==> src/rtl/mul_pkg.sv <==
// Shared encodings and defaults for the shift-add multiply sequencer.
//   MulOp encodings, FSM state encodings, default operand width.
package mul_pkg;

    localparam int unsigned MUL_WIDTH = 32;

    // Multiply operation select; 2'b11 is reserved and executes as MUL.
    typedef enum logic [1:0] {
        MULOP_MUL   = 2'b00,
        MULOP_UMULL = 2'b01,
        MULOP_SMULL = 2'b10,
        MULOP_RSVD  = 2'b11
    } mulOpT;

    // Sequencer states.
    typedef enum logic [1:0] {
        S_IDLE = 2'b00,
        S_RUN  = 2'b01,
        S_FIX  = 2'b10,
        S_DONE = 2'b11
    } stateT;

endpackage

==> src/rtl/mul_sequencer_if.sv <==
// Request/response bundle between the core control FSM and the multiplier.
//   Start/MulOp/SrcA/SrcB : request (master -> slave)
//   Busy/Done/ResultLo/ResultHi : status and product (slave -> master)
interface mul_sequencer_if
    import mul_pkg::*;
#(
    parameter int unsigned WIDTH = MUL_WIDTH
);
    logic             Start;
    logic [1:0]       MulOp;
    logic [WIDTH-1:0] SrcA;
    logic [WIDTH-1:0] SrcB;
    logic             Busy;
    logic             Done;
    logic [WIDTH-1:0] ResultLo;
    logic [WIDTH-1:0] ResultHi;

    modport master (
        output Start, MulOp, SrcA, SrcB,
        input  Busy, Done, ResultLo, ResultHi
    );

    modport slave (
        input  Start, MulOp, SrcA, SrcB,
        output Busy, Done, ResultLo, ResultHi
    );
endinterface

==> src/rtl/mul_shift_add_dp.sv <==
// Shift-add multiply datapath: operand magnitude capture, one add/shift
// iteration per step strobe, sign fix-up and result load on the fix strobe.
//   clk, reset        : clock, async active-high reset
//   load/step/fix     : control strobes from the sequencer
//   op, srcA, srcB    : operation and operands, captured on load
//   resultLo/resultHi : registered product halves, updated on fix only
module mul_shift_add_dp
    import mul_pkg::*;
#(
    parameter int unsigned WIDTH = MUL_WIDTH
) (
    input  logic             clk,
    input  logic             reset,
    input  logic             load,
    input  logic             step,
    input  logic             fix,
    input  mulOpT            op,
    input  logic [WIDTH-1:0] srcA,
    input  logic [WIDTH-1:0] srcB,
    output logic [WIDTH-1:0] resultLo,
    output logic [WIDTH-1:0] resultHi
);
    localparam int unsigned PW = 2 * WIDTH;
    localparam int unsigned AW = PW + 1;

    logic [WIDTH-1:0] mcand;
    logic [WIDTH-1:0] mplier;
    logic [AW-1:0]    acc;
    logic             negRes;
    logic             longOp;

    logic             isSmull;
    logic [WIDTH-1:0] absA;
    logic [WIDTH-1:0] absB;
    logic [WIDTH:0]   upperSum;
    logic [PW-1:0]    fixed;

    // Magnitudes are unsigned, so abs of the most-negative value is exact.
    always_comb begin
        isSmull  = (op == MULOP_SMULL);
        absA     = (isSmull && srcA[WIDTH-1]) ? (~srcA + WIDTH'(1)) : srcA;
        absB     = (isSmull && srcB[WIDTH-1]) ? (~srcB + WIDTH'(1)) : srcB;
        upperSum = acc[AW-1:WIDTH] + (mplier[0] ? {1'b0, mcand} : '0);
        fixed    = negRes ? (~acc[PW-1:0] + PW'(1)) : acc[PW-1:0];
    end

    always_ff @(posedge clk or posedge reset) begin
        if (reset) begin
            mcand    <= '0;
            mplier   <= '0;
            acc      <= '0;
            negRes   <= 1'b0;
            longOp   <= 1'b0;
            resultLo <= '0;
            resultHi <= '0;
        end else begin
            if (load) begin
                mcand  <= absA;
                mplier <= absB;
                acc    <= '0;
                negRes <= isSmull & (srcA[WIDTH-1] ^ srcB[WIDTH-1]);
                longOp <= (op == MULOP_UMULL) || (op == MULOP_SMULL);
            end
            // Add into the upper half, then shift {carry,acc} right by one.
            if (step) begin
                acc    <= {1'b0, upperSum, acc[WIDTH-1:1]};
                mplier <= mplier >> 1;
            end
            if (fix) begin
                resultLo <= fixed[WIDTH-1:0];
                resultHi <= longOp ? fixed[PW-1:WIDTH] : '0;
            end
        end
    end
endmodule

==> src/rtl/mul_sequencer.sv <==
// Iterative multiply unit: IDLE -> RUN (WIDTH iterations) -> FIX -> DONE.
//   clk, reset : clock, async active-high reset
//   bus        : slave side of mul_sequencer_if (Start/MulOp/SrcA/SrcB in,
//                Busy/Done/ResultLo/ResultHi out)
module mul_sequencer
    import mul_pkg::*;
#(
    parameter int unsigned WIDTH = MUL_WIDTH,
    parameter int unsigned CNTW  = 6
) (
    input  logic            clk,
    input  logic            reset,
    mul_sequencer_if.slave  bus
);
    localparam logic [CNTW-1:0] LAST_ITER = CNTW'(WIDTH - 1);

    stateT           state;
    stateT           nextState;
    logic [CNTW-1:0] counter;
    logic            busyQ;
    logic            doneQ;
    logic            load;
    logic            step;
    logic            fix;
    logic [WIDTH-1:0] resultLo;
    logic [WIDTH-1:0] resultHi;

    // State, iteration counter and registered status outputs.
    always_ff @(posedge clk or posedge reset) begin
        if (reset) begin
            state   <= S_IDLE;
            counter <= '0;
            busyQ   <= 1'b0;
            doneQ   <= 1'b0;
        end else begin
            state <= nextState;
            busyQ <= (nextState != S_IDLE);
            doneQ <= (nextState == S_DONE);
            if (load) begin
                counter <= '0;
            end else if (step) begin
                counter <= counter + CNTW'(1);
            end
        end
    end

    // Next-state and datapath strobes; Start is only looked at in IDLE.
    always_comb begin
        nextState = state;
        load      = 1'b0;
        step      = 1'b0;
        fix       = 1'b0;
        case (state)
            S_IDLE: begin
                if (bus.Start) begin
                    load      = 1'b1;
                    nextState = S_RUN;
                end
            end
            S_RUN: begin
                step = 1'b1;
                if (counter == LAST_ITER) begin
                    nextState = S_FIX;
                end
            end
            S_FIX: begin
                fix       = 1'b1;
                nextState = S_DONE;
            end
            S_DONE: begin
                nextState = S_IDLE;
            end
            default: begin
                nextState = S_IDLE;
            end
        endcase
    end

    mul_shift_add_dp #(
        .WIDTH (WIDTH)
    ) u_dp (
        .clk      (clk),
        .reset    (reset),
        .load     (load),
        .step     (step),
        .fix      (fix),
        .op       (mulOpT'(bus.MulOp)),
        .srcA     (bus.SrcA),
        .srcB     (bus.SrcB),
        .resultLo (resultLo),
        .resultHi (resultHi)
    );

    assign bus.Busy     = busyQ;
    assign bus.Done     = doneQ;
    assign bus.ResultLo = resultLo;
    assign bus.ResultHi = resultHi;
endmodule

==> src/flat_wrapper.sv <==
// flat-port wrapper written by rule: the top's interface ports become plain ports
module mul_sequencer_flat import mul_pkg::*;
#(
    parameter int unsigned WIDTH = MUL_WIDTH,
    parameter int unsigned CNTW  = 6
)
  (clk, reset, bus_Start, bus_MulOp, bus_SrcA, bus_SrcB, bus_Busy, bus_Done, bus_ResultLo, bus_ResultHi);
  mul_sequencer_if #(.WIDTH(WIDTH)) bus_i ();
  input  logic clk;
  input  logic reset;
  input wire logic [$bits(bus_i.Start)-1:0] bus_Start;
  input wire logic [$bits(bus_i.MulOp)-1:0] bus_MulOp;
  input wire logic [$bits(bus_i.SrcA)-1:0] bus_SrcA;
  input wire logic [$bits(bus_i.SrcB)-1:0] bus_SrcB;
  output wire logic [$bits(bus_i.Busy)-1:0] bus_Busy;
  output wire logic [$bits(bus_i.Done)-1:0] bus_Done;
  output wire logic [$bits(bus_i.ResultLo)-1:0] bus_ResultLo;
  output wire logic [$bits(bus_i.ResultHi)-1:0] bus_ResultHi;
  assign bus_i.Start = bus_Start;
  assign bus_i.MulOp = bus_MulOp;
  assign bus_i.SrcA = bus_SrcA;
  assign bus_i.SrcB = bus_SrcB;
  assign bus_Busy = bus_i.Busy;
  assign bus_Done = bus_i.Done;
  assign bus_ResultLo = bus_i.ResultLo;
  assign bus_ResultHi = bus_i.ResultHi;
  mul_sequencer #(.WIDTH(WIDTH), .CNTW(CNTW)) u_core (.clk(clk), .reset(reset), .bus(bus_i));
endmodule
==> config.mk <==
export PLATFORM = sky130hd
export DESIGN_NAME = mul_sequencer_flat
export DESIGN_NICKNAME = d
export VERILOG_FILES = /design/src/rtl/mul_pkg.sv /design/src/rtl/mul_sequencer_if.sv /design/src/rtl/mul_shift_add_dp.sv /design/src/rtl/mul_sequencer.sv /design/src/flat_wrapper.sv
export SDC_FILE = /design/constraint.sdc
export NUM_CORES = 1
export LEC_CHECK = 0
export CAP_MARGIN = 20
export CORE_MARGIN = 4
export CORE_UTILIZATION = 58
export CTS_CLUSTER_DIAMETER = 40
export DETAILED_ROUTE_END_ITERATION = 10
export GPL_ROUTABILITY_DRIVEN = 0
export PLACE_DENSITY_LB_ADDON = 0.3
export SLEW_MARGIN = 40
export SYNTH_ARGS = -nofsm -noshare
export SYNTH_HDL_FRONTEND = slang
export SYNTH_HIERARCHICAL = 1
export SYNTH_SLANG_ARGS = --single-unit
==> constraint.sdc <==
create_clock -name clk -period 7.6 [get_ports clk]
set_clock_uncertainty 0.15 [all_clocks]
set_input_delay 1.14 -clock clk [delete_from_list [all_inputs] [get_ports clk]]
set_output_delay 1.14 -clock clk [all_outputs]
set_load 0.01 [all_outputs]
=== After elaboration in Yosys (flattened, before gate mapping) ===
Cells that the tools add are included.

* Register bits after elaboration: 205
* Latch bits: 0
* Memory bits (writable): 0
* Bits in read-only memories: 0
* Input port bits: 69
* Output and inout bits: 66
* Logic and storage cells: 52
* Memories kept: 0

* $add $sub $neg: 5
* Multipliers: 0
* Div/mod/pow operators: 0
* $lt $le $gt $ge: 0
* Equality and inequality tests: 7
* Shifts and indexed selects: 0
* Mux-type cells: 18
* Bitwise gates (word level): 5
* Reductions and logical operators: 6

{| class="wikitable"
|+ Operators by type and width
! cell !! number
|-
| two-way mux 32 bit || 6
|-
| two-way mux 65 bit || 2
|-
| adder 32 x 1 -> 32 bit (second input constant) || 2
|-
| adder 64 x 1 -> 64 bit (second input constant) || 1
|-
| two-way mux 64 bit || 1
|-
| inverter 32 bit || 2
|-
| inverter 64 bit || 1
|-
| adder 33 x 32 -> 33 bit || 1
|-
| two-way mux 6 bit || 2
|-
| == test 2 bit (second input constant) || 4
|-
| case mux 2 bit (4 select lines) || 1
|-
| adder 6 x 1 -> 6 bit (second input constant) || 1
|-
| == test 6 x 5 -> 1 bit (second input constant) || 1
|-
| == test 2 x 1 -> 1 bit (second input constant) || 2
|-
| two-way mux 1 bit || 4
|-
| two-way mux 2 bit || 2
|-
| nonzero test 2 bit || 2
|-
| logical AND 1 bit || 2
|-
| zero test 2 bit || 1
|-
| AND 1 bit || 1
|-
| logical OR 1 bit || 1
|-
| bitwise XOR 1 bit || 1
|}

=== Longest topological paths before layout ===
* Depth in word-level cells: 5
* Gate-level depth with buffers: 12
* Mapped depth without buffers: 11

=== Cells and area by module ===
The synthesis kept the hierarchy.

{| class="wikitable"
|+ By module, submodules not included
! module !! instances !! cells each !! area an instance (µm²)
|-
| mul_shift_add_dp || 1 || 1384 || 12014.0
|-
| mul_sequencer || 1 || 41 || 455.4
|}

=== Least setup slack after synthesis ===
OpenSTA, ideal clock, no wires.

* Path kind: in2reg
* Start: input bus_SrcB[8]
* End: register u_core.u_dp.mplier[28]
* Library setup time: 0.083 ns
* Arrival: 3.146 ns
* Path slack: 4.221 ns
* Cell stages on the path: 7
* Buffers on the path: 0
* Cells stage by stage: or4_1 -> nor3_1 -> nand2_1 -> nor4b_1 -> a31oi_1 -> xnor2_1 -> o21ai_0

* Longest elaborated chain between the ends: 5

{| class="wikitable"
|+ Ends and longest elaborated chain
! element !! line !! source
|-
| from (decl) || flat_wrapper.sv:14 || <nowiki>input wire logic [$bits(bus_i.SrcB)-1:0] bus_SrcB;</nowiki>
|-
| inverter 32 bit || mul_shift_add_dp.sv:42 || <nowiki>absB = (isSmull && srcB[WIDTH-1]) ? (~srcB + WIDTH'(1)) : srcB;</nowiki>
|-
| adder 32 x 1 -> 32 bit || mul_shift_add_dp.sv:42 ||
|-
| two-way mux 32 bit || mul_shift_add_dp.sv:42 ||
|-
| two-way mux 32 bit || mul_shift_add_dp.sv:57 || <nowiki>if (load) begin</nowiki>
|-
| two-way mux 32 bit || mul_shift_add_dp.sv:65 || <nowiki>if (step) begin</nowiki>
|-
| to (signal assigned) || mul_shift_add_dp.sv:59 || <nowiki>mplier <= absB;</nowiki>
|-
| to (signal assigned) || mul_shift_add_dp.sv:67 || <nowiki>mplier <= mplier >> 1;</nowiki>
|-
| to (decl) || mul_shift_add_dp.sv:27 || <nowiki>logic [WIDTH-1:0] mplier;</nowiki>
|}

No other way between the ends. The select of a mux whose other input is x is not followed.
A chain may end at the register's enable or synchronous reset.

=== Worst setup path after layout ===
* Start: input bus_Start
* End: register u_core.u_dp.mplier[21]

* Longest elaborated chain between the ends: 3

{| class="wikitable"
|+ Ends and longest elaborated chain
! element !! line !! source
|-
| from (decl) || flat_wrapper.sv:11 || <nowiki>input wire logic [$bits(bus_i.Start)-1:0] bus_Start;</nowiki>
|-
| two-way mux 1 bit || mul_sequencer.sv:55 || <nowiki>if (bus.Start) begin</nowiki>
|-
| two-way mux 1 bit || mul_sequencer.sv:53 || <nowiki>case (state)</nowiki>
|-
| named net u_core.load || mul_sequencer.sv:22 || <nowiki>logic load;</nowiki>
|-
| nonzero test 2 bit (no line) || n/a ||
|}

The timed path passes the listed nets, and every way through them passes these cells.

==> qor.yml <==
fmax_mhz: 271
die_area_mm2: 0.0239
wl_um: 32200
grt_use_met1_pct: 37.4
finalSetupTns_ps: 0
power.density_mw_per_mm2: 391
cts_num_sinks: 204
wl_per_cell_um: 17.7
maxSlewViolCount: 0
core_mm2: 0.0211
portBuffers: 134
insertedDiodeCount: 0
slowest_stage: "buf_4"
finalWorstSetupSlack_ps: 3910
worstPathCellList: "clkdlybuf4s50_1, or3b_1, inv_2, buf_4, inv_2, and3_1, a21oi_1, o21ai_0"
drt_pass1_iterations: 6
area_delta_synth_final_pct: 19.9
cts_made_buffers: 30
ant_nets: 0
cts_max_level: 1
syn_inst: 1425
ys_types: 69
ys_async_sr_fraction_pct: 100
grt_pass1_wl_um: 53200
synth-seq-area-share_pct: 40.9
ys_ff_latch: 204
synth_top_flop_cell: "dfrtp_1"
worst-setup-path-type: "in -> reg"
die_height_um: 155
layout.nets: 1630
vdd_ir_drop_max_v: 0.000187
row_count: 53
synth_nets: 1532
avgSynthCellArea_um2: 8.75
grtUsageMet2_pct: 42.9
rsz0062_at_grt: "false"
ctsRootBufferMaster: "clkbuf_16"
dp_hpwl_um: 22200
fin_crit_ps: 3690
path_buf_inv: 4
first_global_vias: 10500
antenna_found_initial: 0
hold_slack_ps: 334
maxCapViolations: 0
grt_use_met3_pct: 3.67
busiest_layer: "met2"
ys_warn_count: 6
fin_total_pwr_mw: 5.85
finalCritPeriodShare_pct: 48.6
fillers: 1631
required_ps: 7850
grt_overflow: 0
viasPerCell: 6.07
startpoint_type: "primary input"
postCtsHoldBufs: 0
clk_pin_slew_ps: 60
io_pins: 135
drc_errors: 0
drive_above_1_share_pct: 6.47
postCtsSetupBuffers: 0
worstSetupEndpointType: "flop"
fp.dieW_um: 155
cpPeakStageDelay_ps: 620
run_status: "finished clean"
cp_common_cell: "inv_2"
clockBufferDepth: 3
regArea_mm2: 0.00511
insertion_delay_ps: 550
p_leak_nw: 6.25
synth_edf_count: 0
slew_headroom_pct: 43.8
cp_max_fo: 84
tightest_slew_ps: 844
route.vias.total: 11100
mappedNetlistArea_mm2: 0.0125
timing_hold_violations_final: 0
cts-resized-gates: 0
drt_iter0_drc: 924
cts_tree: "yes"
grt_max_degree: 104
grt_use_total_pct: 26.4
hold_path_class: "reg -> reg"
multi_input_area_mm2: 0.00683
crit_family: "buffers and inverters"
finalSetupViolations: 0
critPathArrivalTime_ps: 3940
place_ws_ps: 3300
start_util_pct: 59.1
## cells in the mapped netlist (all sizes together) (4+ instances only)
cell type | instances | area [µm²]
and2 | 39 | 244
o41ai | 17 | 186
nand3b | 6 | 45.0
mux2 | 5 | 56.3
ha | 37 | 463
a21boi | 4 | 33.8
xnor2 | 61 | 534
a41oi | 4 | 35.0
or4 | 14 | 113
a22o | 29 | 254
dfrtp | 204 | 5100
and3 | 24 | 150
inv | 68 | 255
o21a | 4 | 30.0
nor3 | 17 | 85.1
a211oi | 5 | 37.5
o22ai | 26 | 163
o21ai | 123 | 616
clkbuf | 65 | 244
nand2 | 114 | 428
or3 | 18 | 113
buf | 11 | 57.6
mux2i | 8 | 80.1
nor2b | 7 | 43.8
nor4 | 15 | 100
nand4 | 7 | 43.8
nor2 | 119 | 447
a31oi | 13 | 81.3
nand3 | 31 | 155
xor2 | 78 | 683
or2 | 10 | 62.6
nand2b | 8 | 52.6
o31ai | 32 | 240
a21oi | 140 | 701
o211ai | 10 | 75.1
a21o | 13 | 97.6
## layout make-up
class | instances | share of cell area, %
clock buffers | 34 | 5.32
flip-flops and latches | 204 | 34.2
inverters | 68 | 1.74
well taps | 275 | 2.30
multi-input cells | 1077 | 45.7
repair buffers | 142 | 9.45
clock inverters | 21 | 1.31
## power by group
| part | switching (mW) | internal, mW |
|---|---|---|
| Sequential | 0.477 | 1.50 |
| Clock | 0.554 | 0.776 |
| Combinational | 1.40 | 1.14 |
## stage by stage
step	util, %	cells	instance area [µm²]
finish	70.9	1821	14900
global route	70.9	1821	14900
CTS	70.8	1821	14900
detailed placement	66.1	1766	13900
global placement	66.0	1766	13900
floorplan	-	1425	12500
## cells in the final DEF, fill, tap and decap left out, types with 10 or more instances in the layout
cell type,Yosys,final
o41ai_1,15,15
nor3_1,17,17
and2_1,38,38
nand3_1,31,31
or4_1,12,12
ha_1,37,37
inv_1,66,64
or2_2,10,10
a21oi_1,140,140
a21o_1,13,13
o211ai_1,10,10
dfrtp_1,204,202
and3_1,24,24
nor2_1,119,118
nor4_1,14,14
clkbuf_16,0,30
clkdlybuf4s50_1,0,134
o21ai_0,120,120
o31ai_1,32,31
xnor2_1,61,61
nand2_1,114,113
a22o_1,29,29
xor2_1,78,78
or3_1,18,18
o22ai_1,26,26
a31oi_1,13,13
## registers in the layout, summed over array words and instances, names as in the netlist, 2 cells and up
register and flops:
u_core/u_dp/mplier 32, u_core/u_dp/acc 64, u_core/counter 6, u_core/u_dp/resultHi 32, u_core/state 2, u_core/u_dp/mcand 32, u_core/u_dp/resultLo 32
## worst reg2reg max path: stages (launching register included)
cell and delay [ps]:
dfrtp_1 430, or4_4 570, nor4_1 620, nand3_1 550
nand4b_1 400, o31ai_1 320, xor2_1 190, o22ai_1 80
## cell families after synthesis
family / after synthesis / synth area share [%]
compound gates: 447 / 22.4
xor+xnor: 139 / 9.76
fa+ha+maj: 38 / 3.87
buf+inv: 144 / 4.47
flops: 204 / 40.9
mux: 13 / 1.09
simple gates: 440 / 17.5
## worst paths after layout
check	startpoint	endpoint	slack, ps	cells after the start
hold reg to reg	u_core/u_dp/mplier[28]$_DFFE_PP0P_	u_core/u_dp/mplier[27]$_DFFE_PP0P_	330	2
hold / removal	u_core/u_dp/mplier[28]$_DFFE_PP0P_	u_core/u_dp/mplier[27]$_DFFE_PP0P_	330	2
setup reg to reg	u_core/u_dp/acc[6]$_DFFE_PP0P_	u_core/u_dp/resultHi[31]$_DFFE_PP0P_	4160	7
min in group asynchronous	reset	u_core/bus.Busy$_DFF_PP0_	830	2
setup / recovery	bus_Start	u_core/u_dp/mplier[21]$_DFFE_PP0P_	3910	8
max in group asynchronous	reset	u_core/u_dp/resultHi[28]$_DFFE_PP0P_	5280	3
## metal layers
metal	part of all wire [%]	wire (µm)
met5	0	0
met4	2.4	756
met3	7.2	2330
met2	47	15100
met1	43	14000
Note: power is estimated with default switching activity, not from simulation.
